--- config.mk ---
export PLATFORM = sky130hd
export DESIGN_NAME = value_bias_add_stream_flat
export DESIGN_NICKNAME = d
export VERILOG_FILES = /design/src/rtl/value_bias_add_stream_if.sv /design/src/rtl/value_bias_add_stream.sv /design/src/flat_wrapper.sv
export SDC_FILE = /design/constraint.sdc
export NUM_CORES = 1
export LEC_CHECK = 0
export CAP_MARGIN = 20
export CORE_MARGIN = 1.5
export CORE_UTILIZATION = 45
export DETAILED_ROUTE_END_ITERATION = 8
export PLACE_DENSITY_LB_ADDON = 0.08
export RECOVER_POWER = 100
export SYNTH_ARGS = -nofsm -noshare
export SYNTH_HDL_FRONTEND = slang
export SYNTH_SLANG_ARGS = --single-unit
--- constraint.sdc ---
create_clock -name clk -period 4.5 [get_ports clk]
set_clock_uncertainty 0.1 [all_clocks]
set_input_delay 0.675 -clock clk [delete_from_list [all_inputs] [get_ports clk]]
set_output_delay 0.675 -clock clk [all_outputs]
set_load 0.05 [all_outputs]
--- src/rtl/value_bias_add_stream_if.sv ---
// Stream bundle for value_bias_add_stream: data_in and bias inputs, registered data_out.
// BIAS_ADD_SATURATE_EN adds the sat_flag output.
interface value_bias_add_stream_if #(
  parameter int unsigned DATA_IN_PRECISION_0  = 16,
  parameter int unsigned BIAS_PRECISION_0     = 16,
  parameter int unsigned DATA_OUT_PRECISION_0 = 16,
  parameter int unsigned PARALLELISM          = 1
);
  logic [PARALLELISM*DATA_IN_PRECISION_0-1:0]  data_in;
  logic                                        data_in_valid;
  logic                                        data_in_ready;
  logic [PARALLELISM*BIAS_PRECISION_0-1:0]     bias;
  logic                                        bias_valid;
  logic                                        bias_ready;
  logic [PARALLELISM*DATA_OUT_PRECISION_0-1:0] data_out;
  logic                                        data_out_valid;
  logic                                        data_out_ready;
  logic                                        data_out_last;
`ifdef BIAS_ADD_SATURATE_EN
  logic                                        sat_flag;

  modport master (
    output data_in, data_in_valid, input data_in_ready,
    output bias, bias_valid, input bias_ready,
    input data_out, data_out_valid, data_out_last, sat_flag, output data_out_ready
  );
  modport slave (
    input data_in, data_in_valid, output data_in_ready,
    input bias, bias_valid, output bias_ready,
    output data_out, data_out_valid, data_out_last, sat_flag, input data_out_ready
  );
`else
  modport master (
    output data_in, data_in_valid, input data_in_ready,
    output bias, bias_valid, input bias_ready,
    input data_out, data_out_valid, data_out_last, output data_out_ready
  );
  modport slave (
    input data_in, data_in_valid, output data_in_ready,
    input bias, bias_valid, output bias_ready,
    output data_out, data_out_valid, data_out_last, input data_out_ready
  );
`endif
endinterface

--- src/rtl/value_bias_add_stream.sv ---
// Joins matmul results with bias beat by beat, adds in signed fixed point, and emits
// registered sums with a row-end marker. BIAS_ADD_SATURATE_EN selects clamping + sat_flag.
module value_bias_add_stream #(
  parameter int unsigned DATA_IN_PRECISION_0  = 16,
  parameter int unsigned DATA_IN_PRECISION_1  = 8,
  parameter int unsigned BIAS_PRECISION_0     = 16,
  parameter int unsigned BIAS_PRECISION_1     = 3,
  parameter int unsigned DATA_OUT_PRECISION_0 = 16,
  parameter int unsigned PARALLELISM          = 1,
  parameter int unsigned TENSOR_SIZE_DIM_0    = 32
) (
  input logic                    clk,
  input logic                    rst,
  value_bias_add_stream_if.slave io_bus
);
  localparam int unsigned DI_W  = DATA_IN_PRECISION_0;
  localparam int unsigned B_W   = BIAS_PRECISION_0;
  localparam int unsigned DO_W  = DATA_OUT_PRECISION_0;
  localparam int unsigned PAR   = PARALLELISM;
  localparam int unsigned DEPTH = TENSOR_SIZE_DIM_0 / PARALLELISM;
  localparam int unsigned SHIFT = DATA_IN_PRECISION_1 - BIAS_PRECISION_1;
  localparam int unsigned BAL_W = B_W + SHIFT;
  localparam int unsigned SUM_W = ((DI_W > BAL_W) ? DI_W : BAL_W) + 1;
  localparam int unsigned CNT_W = (DEPTH > 1) ? $clog2(DEPTH) : 1;

`ifdef BIAS_ADD_SATURATE_EN
  localparam logic signed [SUM_W-1:0] SAT_MAX = SUM_W'((64'sd1 <<< (DO_W - 1)) - 64'sd1);
  localparam logic signed [SUM_W-1:0] SAT_MIN = ~SAT_MAX;

  typedef struct packed {
    logic [PAR*DO_W-1:0] data;
    logic                last;
    logic                sat;
  } beat_t;
`else
  typedef struct packed {
    logic [PAR*DO_W-1:0] data;
    logic                last;
  } beat_t;
`endif

  // Full-precision lane sum; SUM_W is wide enough that it never overflows.
  function automatic logic signed [SUM_W-1:0] lane_sum(input logic signed [DI_W-1:0] d,
                                                       input logic signed [B_W-1:0]  b);
    return SUM_W'(d) + (SUM_W'(b) <<< SHIFT);
  endfunction

  beat_t             r_out;
  logic              r_out_valid;
  beat_t             r_skid;
  logic              r_skid_valid;
  logic [CNT_W-1:0]  r_beat_cnt;

  beat_t             w_beat;
  logic              w_accept;
  logic              w_out_free;
`ifdef BIAS_ADD_SATURATE_EN
  logic signed [SUM_W-1:0] w_sum;
`endif

  assign w_accept   = io_bus.data_in_valid & io_bus.bias_valid & ~r_skid_valid;
  assign w_out_free = ~r_out_valid | io_bus.data_out_ready;

  // Result for the beat being accepted this cycle.
  always_comb begin
    w_beat      = '0;
    w_beat.last = (r_beat_cnt == CNT_W'(DEPTH - 1));
`ifdef BIAS_ADD_SATURATE_EN
    w_sum = '0;
`endif
    for (int l = 0; l < PAR; l++) begin
`ifdef BIAS_ADD_SATURATE_EN
      w_sum = lane_sum(io_bus.data_in[l*DI_W +: DI_W], io_bus.bias[l*B_W +: B_W]);
      if (w_sum > SAT_MAX) begin
        w_beat.data[l*DO_W +: DO_W] = DO_W'(SAT_MAX);
        w_beat.sat                  = 1'b1;
      end else if (w_sum < SAT_MIN) begin
        w_beat.data[l*DO_W +: DO_W] = DO_W'(SAT_MIN);
        w_beat.sat                  = 1'b1;
      end else begin
        w_beat.data[l*DO_W +: DO_W] = DO_W'(w_sum);
      end
`else
      w_beat.data[l*DO_W +: DO_W] =
        DO_W'(lane_sum(io_bus.data_in[l*DI_W +: DI_W], io_bus.bias[l*B_W +: B_W]));
`endif
    end
  end

  // Output register with one-entry skid; the skid always drains before newer beats.
  always_ff @(posedge clk or posedge rst) begin
    if (rst) begin
      r_out        <= '0;
      r_out_valid  <= 1'b0;
      r_skid       <= '0;
      r_skid_valid <= 1'b0;
      r_beat_cnt   <= '0;
    end else begin
      if (w_out_free) begin
        if (r_skid_valid) begin
          r_out        <= r_skid;
          r_out_valid  <= 1'b1;
          r_skid_valid <= 1'b0;
        end else begin
          r_out_valid <= w_accept;
          if (w_accept) r_out <= w_beat;
        end
      end else if (w_accept) begin
        r_skid       <= w_beat;
        r_skid_valid <= 1'b1;
      end
      if (w_accept) r_beat_cnt <= w_beat.last ? '0 : r_beat_cnt + CNT_W'(1);
    end
  end

  assign io_bus.data_in_ready  = io_bus.bias_valid & ~r_skid_valid;
  assign io_bus.bias_ready     = io_bus.data_in_valid & ~r_skid_valid;
  assign io_bus.data_out       = r_out.data;
  assign io_bus.data_out_valid = r_out_valid;
  assign io_bus.data_out_last  = r_out.last;
`ifdef BIAS_ADD_SATURATE_EN
  assign io_bus.sat_flag       = r_out.sat;
`endif

endmodule
--- src/flat_wrapper.sv ---
// flat-port wrapper written by rule: the top's interface ports become plain ports
module value_bias_add_stream_flat 
#(
  parameter int unsigned DATA_IN_PRECISION_0  = 16,
  parameter int unsigned DATA_IN_PRECISION_1  = 8,
  parameter int unsigned BIAS_PRECISION_0     = 16,
  parameter int unsigned BIAS_PRECISION_1     = 3,
  parameter int unsigned DATA_OUT_PRECISION_0 = 16,
  parameter int unsigned PARALLELISM          = 1,
  parameter int unsigned TENSOR_SIZE_DIM_0    = 32
)
  (clk, rst, io_bus_data_in, io_bus_data_in_valid, io_bus_data_in_ready, io_bus_bias, io_bus_bias_valid, io_bus_bias_ready, io_bus_data_out, io_bus_data_out_valid, io_bus_data_out_last, io_bus_data_out_ready);
  value_bias_add_stream_if #(.DATA_IN_PRECISION_0(DATA_IN_PRECISION_0), .BIAS_PRECISION_0(BIAS_PRECISION_0), .DATA_OUT_PRECISION_0(DATA_OUT_PRECISION_0), .PARALLELISM(PARALLELISM)) io_bus_i ();
  input logic clk;
  input logic rst;
  input wire logic [$bits(io_bus_i.data_in)-1:0] io_bus_data_in;
  input wire logic [$bits(io_bus_i.data_in_valid)-1:0] io_bus_data_in_valid;
  output wire logic [$bits(io_bus_i.data_in_ready)-1:0] io_bus_data_in_ready;
  input wire logic [$bits(io_bus_i.bias)-1:0] io_bus_bias;
  input wire logic [$bits(io_bus_i.bias_valid)-1:0] io_bus_bias_valid;
  output wire logic [$bits(io_bus_i.bias_ready)-1:0] io_bus_bias_ready;
  output wire logic [$bits(io_bus_i.data_out)-1:0] io_bus_data_out;
  output wire logic [$bits(io_bus_i.data_out_valid)-1:0] io_bus_data_out_valid;
  output wire logic [$bits(io_bus_i.data_out_last)-1:0] io_bus_data_out_last;
  input wire logic [$bits(io_bus_i.data_out_ready)-1:0] io_bus_data_out_ready;
  assign io_bus_i.data_in = io_bus_data_in;
  assign io_bus_i.data_in_valid = io_bus_data_in_valid;
  assign io_bus_data_in_ready = io_bus_i.data_in_ready;
  assign io_bus_i.bias = io_bus_bias;
  assign io_bus_i.bias_valid = io_bus_bias_valid;
  assign io_bus_bias_ready = io_bus_i.bias_ready;
  assign io_bus_data_out = io_bus_i.data_out;
  assign io_bus_data_out_valid = io_bus_i.data_out_valid;
  assign io_bus_data_out_last = io_bus_i.data_out_last;
  assign io_bus_i.data_out_ready = io_bus_data_out_ready;
  value_bias_add_stream #(.DATA_IN_PRECISION_0(DATA_IN_PRECISION_0), .DATA_IN_PRECISION_1(DATA_IN_PRECISION_1), .BIAS_PRECISION_0(BIAS_PRECISION_0), .BIAS_PRECISION_1(BIAS_PRECISION_1), .DATA_OUT_PRECISION_0(DATA_OUT_PRECISION_0), .PARALLELISM(PARALLELISM), .TENSOR_SIZE_DIM_0(TENSOR_SIZE_DIM_0)) u_core (.clk(clk), .rst(rst), .io_bus(io_bus_i));
endmodule
# Yosys cells after proc, flatten, opt, wreduce, memory -nomap -nowiden
# Index checks and enable logic that the tools add are counted.
# word_totals
inputBits	37
wordCells	28
regBits	41
latchBits	0
mem_count	0
ramBits	0
mem_bits_ro	0
output_inout_bits	20
# classes
n_shift	0
eq_ne	1
reduce_logical	4
addsub	2
n_mux	6
mul	0
magnitude_cmp	0
bitwise	8
div	0
# ops
cell	count
$mux W17	2
$add A16 B16 Y16	1
$add A5 B1 Y5 const B	1
$eq A5 B5 Y1 const B	1
$mux W5	1
$and A1 B1 Y1	4
$reduce_and A2 Y1	2
$reduce_bool A2 Y1	2
$mux W1	3
$not A1 Y1	3
$or A1 B1 Y1	1

# Longest topological paths before layout
# Gate-level depths: netlist of the first run.
# depth
word_depth	4
mapped_depth	9
mapped_depth_nobuf	9

# Worst setup path after synthesis of the first run
# OpenSTA, ideal clock, no wires.
# synth_path
kind	in2reg
from	in io_bus_bias[0]
to	reg u_core.r_out (netlist bit u_core.io_bus.data_out[15])
n_path_buf	0
required_time_ns	4.299
setup_time_ns	0.101
arrival_time_ns	2.141
cell_stages	9
setup_slack_ns	2.159
path_cell_list	ha_1 > inv_1 > fa_1 > nand2b_1 > a21oi_1 > a211oi_2 > o21a_1 > xnor2_1 > o311ai_2
# synth_between
elab_chain_len	3
# synth_rtl
element	line	rtl
start: declaration	flat_wrapper.sv:19	input wire logic [$bits(io_bus_i.bias)-1:0] io_bus_bias;
$add A16 B16 Y16	value_bias_add_stream.sv:45	return SUM_W'(d) + (SUM_W'(b) <<< SHIFT);
$mux W17	value_bias_add_stream.sv:106	if (w_accept) r_out <= w_beat;
$mux W17	value_bias_add_stream.sv:100	if (r_skid_valid) begin
end signal: assignment	value_bias_add_stream.sv:101	r_out <= r_skid;
end signal: assignment	value_bias_add_stream.sv:106	
end: declaration	value_bias_add_stream.sv:48	beat_t r_out;
# Every way passes these cells. The select of a mux whose other input is x is not followed.
# A chain may end at the register's enable or synchronous reset.

# Worst setup path in the final report of the first run
# layout_path
from	in io_bus_data_in_valid
to	out io_bus_bias_ready
# layout_between
elab_chain_len	1
# layout_rtl
element	line	rtl
start: declaration	flat_wrapper.sv:17	input wire logic [$bits(io_bus_i.data_in_valid)-1:0] io_bus_data_in_valid;
$and A1 B1 Y1	value_bias_add_stream.sv:117	assign io_bus.bias_ready = io_bus.data_in_valid & ~r_skid_valid;
end: declaration	flat_wrapper.sv:21	output wire logic [$bits(io_bus_i.bias_ready)-1:0] io_bus_bias_ready;
# Every way passes these cells.

==> impl_metrics.toml, run 1 <==
[min_path]
hold_path_depth = 2
hold_class = "reg2reg"
hp-start = "u_core.io_bus.data_out[7]"
whs_endpoint = "u_core.io_bus.data_out[7]"

[critical_path]
r2r_cells = 3
cp-start-kind = "input pin"
reg2reg_from = "u_core.r_skid_valid"
r2r-end = "u_core.r_skid[2]"
critPathMaxStageDelay_ns = 0.87
path_max_fanout = 3
cp_cell_sequence = "dlygate4sd3_1 > nor2b_1 > dlygate4sd3_1"
criticalPathCategory = "in2out"
slowest_stage = "dlygate4sd3_1"
critPathRequiredTime_ns = 3.72
arrival_ns = 2.26
crit_path_end_kind = "output port"
ff2ff_setup_slack_ns = 2.01
crit_top_cell = "dlygate4sd3_1"

[route]
via_per_inst = 5.12
finalWirelength_um = 4210
vias = 1720
wl_per_cell_um = 12.5
dr.pass1.iters = 4
post-route-drc-count = 0
drt_iter0_drc = 56
ant_nets = 0

[final_layout]
multi_input_area_mm2 = 0.00110
drive_above_1_share = 0.0743
fill_cells = 448
fin_nets = 318
diodes = 0
area_growth_pct = 26.8
final_common_cell = "dfrtp_1"
seqCellArea_mm2 = 0.00103
layout_common_cells = "dfrtp_1 (41), clkdlybuf4s50_1 (29), nand2_1 (28)"

[logic_synthesis]
syn_inst = 219
netlist_area_mm2 = 0.00224
synth.net_count = 269
synth_warnings = 0
ys_ff_latch = 41
ys_seq_area_frac = 0.458
ys_types = 39
synth_edf_count = 0
ys.flop_type = "dfrtp_1"
postSynthAreaPerCell_um2 = 10.2
synthArstFlopShare = 1.00

[power]
p_total_mw = 1.25
peakVddDrop_v = 0.000258
p_leak_nw = 1.26
power_density_mw_per_mm2 = 440

[floorplan]
coreArea_mm2 = 0.00475
initial_core_util = 0.471
fp.dieArea_mm2 = 0.00541
die_w_um = 73.5
die_y_um = 73.5
pin_count = 57
rows = 25

[global_routing]
grt_pass1_vias = 1568
grt_first_pass_wirelength_um = 6980
grt.total_usage = 0.169
grt_start_max_net_pins = 42
grt_overflow_total = 0
antenna_found_initial = 0

[clocking]
clockRootBuffer = "clkbuf_8"
clk_pin_slew_worst_paths_ns = 0.08
clk_latency_ns = 0.30
cts_tree = "done"
cts_sinks = 41
ctsResizeCount = 0
hold_buffers = 0
htreeDepth = 2
numCtsBuffers = 5
postCtsSetupBuffers = 0
cts_buffer_depth = 2

[placed_design]
dp_hpwl_um = 2950
place_congestion = 0.771
port_buffers = 51

[timing]
final.min_clock_period_ns = 3.03
period_share = 0.674
finalSetupViolCount = 0
fin_tns_setup_ns = 0
worst_pin_slew_ns = 2.12
rsz0062_at_grt = "false"
fmax_mhz = 330
drv_slew = 42
max_slew_margin = -0.414
final-hold-violation-count = 0

[run_status]
violations = "max-capacitance violations, max-slew violations"
run_status = "finished with violations"

[job]
maxCapViolations = 1
==> critical path, delay by kind of cell <==
family	cells	cell delay (ns)
and+or+nand+nor	1	0.14
buffers and inverters	2	1.44
==> cell usage after synthesis (all sizes together), types with 5 or more instances <==
| cell | count | share of area |
|---|---|---|
| xor2 | 5 | 0.020 |
| o21ai | 25 | 0.056 |
| buf | 7 | 0.021 |
| nand2 | 28 | 0.047 |
| nor3 | 5 | 0.011 |
| xnor2 | 5 | 0.020 |
| clkbuf | 5 | 0.0089 |
| mux2 | 10 | 0.054 |
| nand3 | 7 | 0.016 |
| inv | 5 | 0.0084 |
| mux2i | 10 | 0.045 |
| nor2 | 5 | 0.0084 |
| a21o | 5 | 0.017 |
| ha | 12 | 0.067 |
| a21oi | 15 | 0.034 |
| dfrtp | 41 | 0.46 |
==> layout make-up <==
type,count,share of cell area
tap,67,0.0295
sequential,41,0.361
clock buffer,5,0.0242
multi-input combinational,161,0.387
timing repair buffer,54,0.185
inverter,5,0.00661
clock inverter,3,0.00617
==> flip-flops by register name, indices dropped and copies added (netlist names) <==
signal / flops
u_core.io_bus.data_out_last: 1
u_core.r_beat_cnt: 5
u_core.r_skid: 17
u_core.io_bus.data_out: 16
u_core.r_skid_valid: 1
u_core.io_bus.data_out_valid: 1
==> power by group <==
group	leakage (nW)	switching, mW	internal (mW)
clock	0.0439	0.131	0.107
sequential	0.500	0.0595	0.476
combinational	0.712	0.292	0.185
==> metal layers <==
metal	global-route usage	wire, um
met1	0.219	2000
met5	0	0
met3	0.0425	186
met2	0.268	1950
met4	0.0679	64
==> how the worst max path moves through the flow <==
stage,from,end,slack [ns]
global route,rst,u_core.io_bus.data_out[15],1.10
detailed placement,io_bus_data_out_ready,u_core.io_bus.data_out[12],1.40
CTS,io_bus_data_in_valid,io_bus_bias_ready,1.54
global placement,io_bus_data_out_ready,u_core.io_bus.data_out[12],1.44
finish,io_bus_data_in_valid,io_bus_bias_ready,1.47
floorplan,io_bus_bias[0],u_core.io_bus.data_out[15],2.16
==> stage by stage <==
stage	setup WS, ns	hold slack [ns]	utilization	std cells	cell area [um^2]
2_1_floorplan	2.16	0.342	-	219	2240
4_1_cts	1.54	0.383	0.603	335	2870
6_report	1.47	0.374	0.597	336	2840
3_3_place_gp	1.44	0.359	0.585	327	2780
5_1_grt	1.10	0.402	0.597	336	2840
3_5_place_dp	1.40	0.366	0.585	327	2780
==> kinds of logic after synthesis <==
group,Yosys count,synth area share
compound gates,55,0.148
buf+inv,17,0.0386
simple gates,63,0.141
xor+xnor,10,0.0391
fa+ha+maj,13,0.0760
flops,41,0.458
mux,20,0.0984
Power figures use the tool's default switching activity.
==> run 2: changes to the inputs <==
--- a/config.mk
+++ b/config.mk
@@ -7,7 +7,7 @@
 export LEC_CHECK = 0
 export CAP_MARGIN = 20
 export CORE_MARGIN = 1.5
-export CORE_UTILIZATION = 45
+export CORE_UTILIZATION = 44
 export DETAILED_ROUTE_END_ITERATION = 8
 export PLACE_DENSITY_LB_ADDON = 0.08
 export RECOVER_POWER = 100
==> constraint.sdc (replaced) <==
create_clock -name clk -period 2.75 [get_ports clk]
set_clock_uncertainty 0.1 [all_clocks]
set_input_delay 0.4125 -clock clk [delete_from_list [all_inputs] [get_ports clk]]
set_output_delay 0.4125 -clock clk [all_outputs]
set_load 0.05 [all_outputs]
==> impl_metrics.toml, run 2 (synthesis gave the netlist of run 1 again) <==
[final_layout]
largest_reg_flops = 17
layout_common_cells = "dfrtp_1 (41), nand2_1 (28), clkdlybuf4s50_1 (27)"
postLayoutCellArea_mm2 = 0.00288
fill_cells = 463
final_common_cell = "dfrtp_1"
multi_input_area_mm2 = 0.00110
seqCellArea_mm2 = 0.00103
largest-register = "u_core.r_skid"
diodes = 0
final_cells = 340
drive_above_1_share = 0.0769
fin_nets = 322
fin_util = 0.597
area_growth_pct = 28.6

[critical_path]
crit_buf_inv = 1
cp-start-kind = "input pin"
critPathRequiredTime_ns = 2.82
criticalPathCategory = "in2reg"
cp_cell_sequence = "dlygate4sd3_1 > ha_1 > a21o_1 > a21oi_1 > a21oi_1 > a211oi_1 > mux2i_1 > nand3_1"
path_max_fanout = 5
crit_path_end_kind = "register"
slowest_stage = "dlygate4sd3_1"
crit_top_cell = "a21oi_1"
cp_top_family = "compound AO/OA/AOI/OAI gates"
critPathMaxStageDelay_ns = 0.54
arrival_ns = 2.58
ff2ff_setup_slack_ns = 0.62

[timing]
period_share = 0.913
fmax_mhz = 398
drv_slew = 0
fin_tns_setup_ns = 0
max_slew_margin = 0.336
final-hold-violation-count = 0
final.min_clock_period_ns = 2.51
rsz0062_at_grt = "false"
finalSetupViolCount = 0
worst_pin_slew_ns = 0.995

[route]
wl_per_cell_um = 12.5
via_per_inst = 5.11
vias = 1736
ant_nets = 0
finalWirelength_um = 4230
drt_iter0_drc = 46
post-route-drc-count = 0
dr.pass1.iters = 4

[job]
maxCapViolations = 0

[floorplan]
rows = 25
die_y_um = 74.3
pin_count = 57
coreArea_mm2 = 0.00482
fp.dieArea_mm2 = 0.00552
initial_core_util = 0.465
die_w_um = 74.3

[global_routing]
antenna_found_initial = 0
grt_overflow_total = 0
grt_first_pass_wirelength_um = 6690
grt_pass1_vias = 1497
grt_start_max_net_pins = 42
grt.total_usage = 0.159

[power]
peakVddDrop_v = 0.000458
switching_share = 0.363
p_leak_nw = 1.27
seqPwrFrac = 0.405
p_clk_frac = 0.232
p_int_mw = 1.38
power_switching_mw = 0.785
power_density_mw_per_mm2 = 752
p_total_mw = 2.16
pwr-share-comb = 0.363

[clocking]
ctsResizeCount = 0
hold_buffers = 0
cts_tree = "done"
clk_pin_slew_worst_paths_ns = 0.08
clockRootBuffer = "clkbuf_8"
clk_latency_ns = 0.29
cts_sinks = 41
postCtsSetupBuffers = 0
cts_buffer_depth = 2
numCtsBuffers = 5
htreeDepth = 2

[min_path]
hold_class = "reg2reg"

[placed_design]
placedInstanceArea_mm2 = 0.00281
port_buffers = 51
dp_cells = 332
place_congestion = 0.734
dp_hpwl_um = 3090

[run_status]
run_status = "finished clean"
-- run 2: changes by cell type in the layout (fill, tap and decap cells not counted), moves of 2 or more --
cell             previous run  this run
a211oi_1                    1         3
a211oi_2                    2         0
clkinv_2                    2         0
clkbuf_1                    2         6
clkdlybuf4s50_1            29        27
-- run 2: area by class of cell --
class                      instances  share of cell area
tap                               67              0.0291
multi-input combinational        161               0.381
clock inverter                     2              0.0130
timing repair buffer              58               0.185
sequential                        41               0.357
inverter                           5             0.00652
clock buffer                       6              0.0287
-- run 2: worst register-to-register path, delay by kind of cell (launching register included) --
family | cells | cell delay [ns]
DFF | 1 | 0.41
and+or+nand+nor | 2 | 0.50
buffers and inverters | 1 | 0.60
muxes | 1 | 0.41
-- run 2: per-stage QoR --
step                      setup WS, ns  hold WS [ns]
after floorplan                  0.671         0.342
after global placement          0.0653         0.356
after global routing             0.139         0.405
final                            0.238         0.374
after detailed placement        0.0197         0.363
after CTS                        0.326         0.382
-- run 2: worst paths after layout --
kind                                                start                         end  cells after the start
worst max-delay path                       io_bus_bias[3]  u_core.io_bus.data_out[14]                      8
worst min-delay path            u_core.io_bus.data_out[5]   u_core.io_bus.data_out[5]                      2
worst max register to register        u_core.r_skid_valid            u_core.r_skid[6]                      4
worst min register to register  u_core.io_bus.data_out[5]   u_core.io_bus.data_out[5]                      2
max in group asynchronous                             rst         u_core.r_skid_valid                      3
min in group asynchronous                             rst   u_core.io_bus.data_out[4]                      3
-- run 2: power groups by stage --
stage	sequential (mW)	combinational, mW	clock [mW]
2_1_floorplan	1.11	0.339	0
3_3_place_gp	0.884	0.823	0
3_5_place_dp	0.891	0.839	0
4_1_cts	0.882	0.840	0.520
5_1_grt	0.899	0.861	0.541
6_report	0.877	0.785	0.503
-- run 2: routing by layer --
metal	wire (um)	global-route usage
met1	2040	0.218
met2	2000	0.248
met3	174	0.0420
met4	23	0.0485
met5	0	0
